## src/rtl/booth_seq_multiplier_pkg.sv

```systemverilog
// Shared definitions for the sequential Booth multiplier: FSM state encodings
// and the radix-2 Booth addend select codes.
package booth_seq_multiplier_pkg;

  typedef enum logic [1:0] {
    IDLE = 2'd0,
    NEG  = 2'd1,
    RUN  = 2'd2,
    DONE = 2'd3
  } state_t;

  typedef enum logic [1:0] {
    SEL_ZERO = 2'd0,
    SEL_M    = 2'd1,
    SEL_NM   = 2'd2
  } booth_sel_t;

  // Radix-2 Booth recoding of the current multiplier bit pair {Q[0], q_m1}.
  function automatic booth_sel_t booth_select(input logic q0, input logic q_m1);
    case ({q0, q_m1})
      2'b01:   return SEL_M;
      2'b10:   return SEL_NM;
      default: return SEL_ZERO;
    endcase
  endfunction

endpackage

```

## src/rtl/bN_adder.sv

```systemverilog
// N-bit ripple-carry adder with carry-in and signed-overflow flag.
module bN_adder #(
  parameter int N = 33
) (
  input  logic [N-1:0] a,
  input  logic [N-1:0] b,
  input  logic         cin,
  output logic [N-1:0] sum,
  output logic         overflow
);

  logic [N:0] carry;

  assign carry[0] = cin;

  generate
    for (genvar gi = 0; gi < N; gi++) begin : g_bit
      assign sum[gi]       = a[gi] ^ b[gi] ^ carry[gi];
      assign carry[gi + 1] = (a[gi] & b[gi]) | (carry[gi] & (a[gi] ^ b[gi]));
    end
  endgenerate

  // Signed overflow: carry into the MSB differs from carry out of it.
  assign overflow = carry[N] ^ carry[N-1];

endmodule

```

## src/rtl/booth_seq_multiplier.sv

```systemverilog
// Multi-cycle signed radix-2 Booth multiplier built on one shared bN_adder.
// Optional macro MUL_ZERO_BYPASS_EN: zero operands skip NEG/RUN and finish in one cycle.
module booth_seq_multiplier
  import booth_seq_multiplier_pkg::*;
#(
  parameter int N = 32
) (
  input  logic           clk,
  input  logic           rst,
  input  logic           in_valid,
  output logic           in_ready,
  input  logic [N-1:0]   a,
  input  logic [N-1:0]   b,
  output logic           out_valid,
  input  logic           out_ready,
  output logic [2*N-1:0] product,
  output logic           overflow
);

  localparam int            CW   = $clog2(N);
  localparam logic [CW-1:0] LAST = CW'(N - 1);

  state_t          state_reg;
  logic [N:0]      m_reg;
  logic [N:0]      nm_reg;
  logic [N:0]      acc_reg;
  logic [N-1:0]    q_reg;
  logic            qm1_reg;
  logic [CW-1:0]   count_reg;
  logic            in_ready_reg;
  logic            out_valid_reg;
  logic [2*N-1:0]  product_reg;
  logic            overflow_reg;

  logic [N:0]      add_a;
  logic [N:0]      add_b;
  logic            add_cin;
  logic [N:0]      add_sum;
  logic            add_ovf;

  logic [N:0]      acc_next;
  logic [N-1:0]    q_next;
  logic [2*N-1:0]  product_next;
  logic [N:0]      prod_hi;

  // One adder serves both phases: NEG forms ~M + 1, RUN forms ACC + Booth addend.
  always_comb begin
    add_a   = acc_reg;
    add_b   = '0;
    add_cin = 1'b0;
    if (state_reg == NEG) begin
      add_a   = ~m_reg;
      add_cin = 1'b1;
    end else begin
      case (booth_select(q_reg[0], qm1_reg))
        SEL_M:   add_b = m_reg;
        SEL_NM:  add_b = nm_reg;
        default: add_b = '0;
      endcase
    end
  end

  bN_adder #(.N(N + 1)) u_adder (
    .a        (add_a),
    .b        (add_b),
    .cin      (add_cin),
    .sum      (add_sum),
    .overflow (add_ovf)
  );

  assign acc_next     = {add_sum[N], add_sum[N:1]};
  assign q_next       = {add_sum[0], q_reg[N-1:1]};
  assign product_next = {acc_next[N-1:0], q_next};
  assign prod_hi      = product_next[2*N-1:N-1];

  always_ff @(posedge clk) begin
    if (rst) begin
      state_reg     <= IDLE;
      m_reg         <= '0;
      nm_reg        <= '0;
      acc_reg       <= '0;
      q_reg         <= '0;
      qm1_reg       <= 1'b0;
      count_reg     <= '0;
      in_ready_reg  <= 1'b1;
      out_valid_reg <= 1'b0;
      product_reg   <= '0;
      overflow_reg  <= 1'b0;
    end else begin
      case (state_reg)
        IDLE: begin
          if (in_valid) begin
            in_ready_reg <= 1'b0;
            m_reg        <= {a[N-1], a};
            q_reg        <= b;
            qm1_reg      <= 1'b0;
            acc_reg      <= '0;
`ifdef MUL_ZERO_BYPASS_EN
            if (a == '0 || b == '0) begin
              state_reg     <= DONE;
              product_reg   <= '0;
              overflow_reg  <= 1'b0;
              out_valid_reg <= 1'b1;
            end else begin
              state_reg <= NEG;
            end
`else
            state_reg <= NEG;
`endif
          end
        end
        NEG: begin
          nm_reg    <= add_sum;
          count_reg <= '0;
          state_reg <= RUN;
        end
        RUN: begin
          acc_reg   <= acc_next;
          q_reg     <= q_next;
          qm1_reg   <= q_reg[0];
          count_reg <= count_reg + 1'b1;
          if (count_reg == LAST) begin
            state_reg     <= DONE;
            product_reg   <= product_next;
            // Fits N signed bits only if the top N+1 product bits are a pure sign run.
            overflow_reg  <= !((&prod_hi) || (~|prod_hi));
            out_valid_reg <= 1'b1;
          end
        end
        DONE: begin
          if (out_ready) begin
            out_valid_reg <= 1'b0;
            in_ready_reg  <= 1'b1;
            state_reg     <= IDLE;
          end
        end
        default: state_reg <= IDLE;
      endcase
    end
  end

  // The N+1-bit datapath leaves headroom, so the adder can never overflow while in use.
  always_ff @(posedge clk) begin
    if (!rst && (state_reg == NEG || state_reg == RUN)) begin
      assert (!add_ovf);
    end
  end

  assign in_ready  = in_ready_reg;
  assign out_valid = out_valid_reg;
  assign product   = product_reg;
  assign overflow  = overflow_reg;

endmodule
```

## config.mk

```make
export PLATFORM = sky130hd
export DESIGN_NAME = booth_seq_multiplier
export DESIGN_NICKNAME = d
export VERILOG_FILES = /design/src/rtl/booth_seq_multiplier_pkg.sv /design/src/rtl/bN_adder.sv /design/src/rtl/booth_seq_multiplier.sv
export SDC_FILE = /design/constraint.sdc
export NUM_CORES = 1
export LEC_CHECK = 0
export BUFFER_PORTS_ARGS = -buffer_cell sky130_fd_sc_hd__buf_2
export CAP_MARGIN = 15
export CORE_MARGIN = 4
export CORE_UTILIZATION = 51
export DETAILED_ROUTE_END_ITERATION = 8
export GPL_TIMING_DRIVEN = 1
export HOLD_SLACK_MARGIN = 0.03
export PLACE_DENSITY_LB_ADDON = 0.2
export SETUP_SLACK_MARGIN = 0.5
export SYNTH_ARGS = -nofsm -noshare
export SYNTH_HDL_FRONTEND = slang
export SYNTH_SLANG_ARGS = --single-unit
```

## constraint.sdc

```tcl
create_clock -name clk -period 19.77 [get_ports clk]
set_clock_uncertainty 0.15 [all_clocks]
set_input_delay 3.954 -clock clk [delete_from_list [all_inputs] [get_ports clk]]
set_output_delay 3.954 -clock clk [all_outputs]
set_load 0.03 [all_outputs]
```

==> metrics.cfg <==
[cts]
clock-sinks = 204
cts_tree = yes
clkLatencyLatePin_ns = 0.50
cts_setup_buffers = 0
hold_buffers = 0
path_clk_slew_ns = 0.06
cts-buffers-inserted = 22
clk_path_buf_depth = 3
ctsResizeCount = 0
htreeDepth = 1
root_buffer = clkbuf_16

[layout]
largest_register_ff_count = 64
n_antenna_cell = 0
drive_gt1_share_pct = 15.90
nets = 1249
area_growth_pct = 16.03
postLayoutCellArea_um2 = 10570

[placed_design]
port_buffers = 134
place_congestion = 0.7846
hpwl_um = 14240
placed_area_um2 = 9841

[worst_setup_path]
worstSetupPathType = reg -> reg
cp-end-kind = flip-flop
crit_path_start_kind = flip-flop
cp_max_fo = 60
worstPathArrival_ns = 17.84
slowest_stage = ha_4
critPathRequiredTime_ns = 19.97
crit_path_max_incr_delay_ns = 0.63
path_common_cell = fa_1

[floorplan]
initial_core_util_pct = 52.29
core_area_um2 = 17420
row_count = 48
die_w_um = 141.6
dieArea_um2 = 20060
pin_count = 135
die_y_um = 141.6

[power]
vdd_ir_drop_max_v = 0.00008553
power_frac_clock_pct = 29.0
power_frac_seq_pct = 37.5
swShare_pct = 36.01
p_sw_w = 0.0005119
p_leak_nw = 3.867
internal_power_w = 0.0009094
p_per_area_nw_per_um2 = 134.5
power_frac_comb_pct = 33.5

[global_routing]
grt_pass1_vias = 7261
grt_pass1_wl_um = 36580
grt_max_degree = 132
overflow = 0
antenna_found_initial = 0
grtUsageTotal_pct = 21.81

[synthesis]
synth_compound_area_share_pct = 17.61
synth_fa_ha_area_share_pct = 8.051
synth_enable_flop_cells = 0
synth_xor_area_share_pct = 0.4396
ys_seq_area_share_pct = 44.84
synthTopCellsByArea = dfxtp_1 45%, a211oi_1 7.9%, nand2_1 7.0%, mux2i_1 7.0%, nor2_1 7.0%
syn_nets = 1164
synth_top_family_by_area = compound AO/OA/AOI/OAI gates
yosys.area.top_type = dfxtp_1
synth_simple_gate_area_share_pct = 16.61
postSynth.asyncResetShare_pct = 0
synth_cell_type_count = 36
synth.avg_cell_area_um2 = 8.625
yosys_warnings = 0
synth_cells = 1056
synth_seq_cells = 204
synth_top_area_share_pct = 44.84
synthMuxAreaShare_pct = 7.158
syn_area_um2 = 9107
synth-main-ff-cell = dfxtp_1

[run_status]
status = completed

[sta]
max_clock_freq_ghz = 0.05670
setup_violations = 0
finalCritPeriodShare_pct = 89.21
tns_ns = 0
hold_violations = 0
min_period_ns = 17.64
slew_headroom_pct = 31.75
tightest_slew_ns = 1.024
rsz0062_at_grt = no
finalMaxSlewViolations = 0

[route]
wl_per_cell_um = 15.80
vias = 7484
viasPerCell = 5.415
postRouteAntennaNets = 0
dr.pass1.iters = 5
drt_wl_total_um = 21840
drt_iter0_drc = 411
drc_errors = 0

[min_path]
hold_path.class = reg -> reg

[run]
maxCapViolCount = 0

==> cells in the mapped netlist (2+ instances only) <==
| library cell | count |
|---|---|
| a211oi_1 | 96 |
| a21oi_1 | 105 |
| a22o_1 | 32 |
| and2_1 | 2 |
| buf_2 | 16 |
| clkbuf_1 | 68 |
| dfxtp_1 | 204 |
| fa_1 | 31 |
| ha_1 | 9 |
| inv_1 | 37 |
| mux2i_1 | 64 |
| nand2_1 | 171 |
| nand2b_1 | 6 |
| nand3_1 | 5 |
| nand3b_1 | 2 |
| nand4_1 | 9 |
| nor2_1 | 170 |
| nor3_1 | 3 |
| nor4_1 | 8 |
| xnor2_1 | 2 |
==> placed cells by master, fill, tap and decap left out, drive strengths merged, types with 8 or more instances in the layout <==
master	n
nand2	171
inv	37
nor4	8
a21oi	105
a22o	32
clkbuf	34
mux2i	64
nand4	9
a211oi	96
fa	31
buf	146
ha	9
nor2	170
dfxtp	204
==> path summary, 6_finish.rpt <==
check / endpoint / depth (start not counted) / slack [ns] / start
setup / recovery: overflow$_SDFFE_PP0P_ / 41 / 2.13 / state_reg[1]$_SDFFE_PP0P_
hold / removal: product[6]$_SDFFE_PP0P_ / 2 / 0.30 / product[6]$_SDFFE_PP0P_
setup reg to reg: overflow$_SDFFE_PP0P_ / 41 / 2.13 / state_reg[1]$_SDFFE_PP0P_
hold reg to reg: product[6]$_SDFFE_PP0P_ / 2 / 0.30 / product[6]$_SDFFE_PP0P_
==> cell type report <==
cell class,count,area (um^2)
clock inverter,6,80.08
tap,225,281.5
fill,1565,6849
multi-input combinational,730,4569
clock buffer,34,646.9
timing repair buffer,146,767.0
inverter,37,138.9
sequential,204,4084
==> through the flow <==
step / hold WS [ns] / utilization [%] / worst slack [ns] / power (W) / instances
global route: 0.3261 / 60.68 / 1.425 / 0.001509 / 1382
CTS: 0.3029 / 60.68 / 2.017 / 0.001430 / 1382
floorplan: 0.2948 / - / 2.845 / 0.0008905 / 1056
detailed placement: 0.2942 / 56.50 / 2.125 / 0.001015 / 1342
finish: 0.2997 / 60.68 / 2.133 / 0.001421 / 1382
global placement: 0.2892 / 56.50 / 2.247 / 0.001006 / 1342
==> routing by layer <==
metal	part of all wire, %	track usage (%)	vias to the layer above	wire [um]
met5	0	0	-	0
met4	1.7	4.899	0	374
met3	5.2	4.483	30	1127
met2	46	34.45	171	9998
met1	47	31.05	3503	10340
li1	-	-	3780	-
==> critical path: cells and delay by family, from the launching register on <==
kind	cells	cell delay [ns]
muxes	2	0.42
adders and majority gates	33	15.34
DFF	1	0.35
buffers and inverters	1	0.14
and+or+nand+nor	3	0.95
AOI/OAI and AO/OA	2	0.12
==> power groups by stage <==
stage               clock network, W  registers, W  logic [W]
floorplan                          0      0.000526   0.000364
global placement                   0      0.000539   0.000467
detailed placement                 0      0.000540   0.000475
CTS                         0.000420      0.000533   0.000477
global route                0.000437      0.000543   0.000528
finish                      0.000412      0.000533   0.000476
==> logic make-up (layout without fill, tap and decap cells) <==
group,Yosys count,count (layout)
compound gates,243,243
xor+xnor,3,3
fa+ha+maj,40,40
buf+inv,122,223
flops,204,204
mux,65,65
simple gates,379,379
No activity file was read; power rests on OpenSTA's default activity.
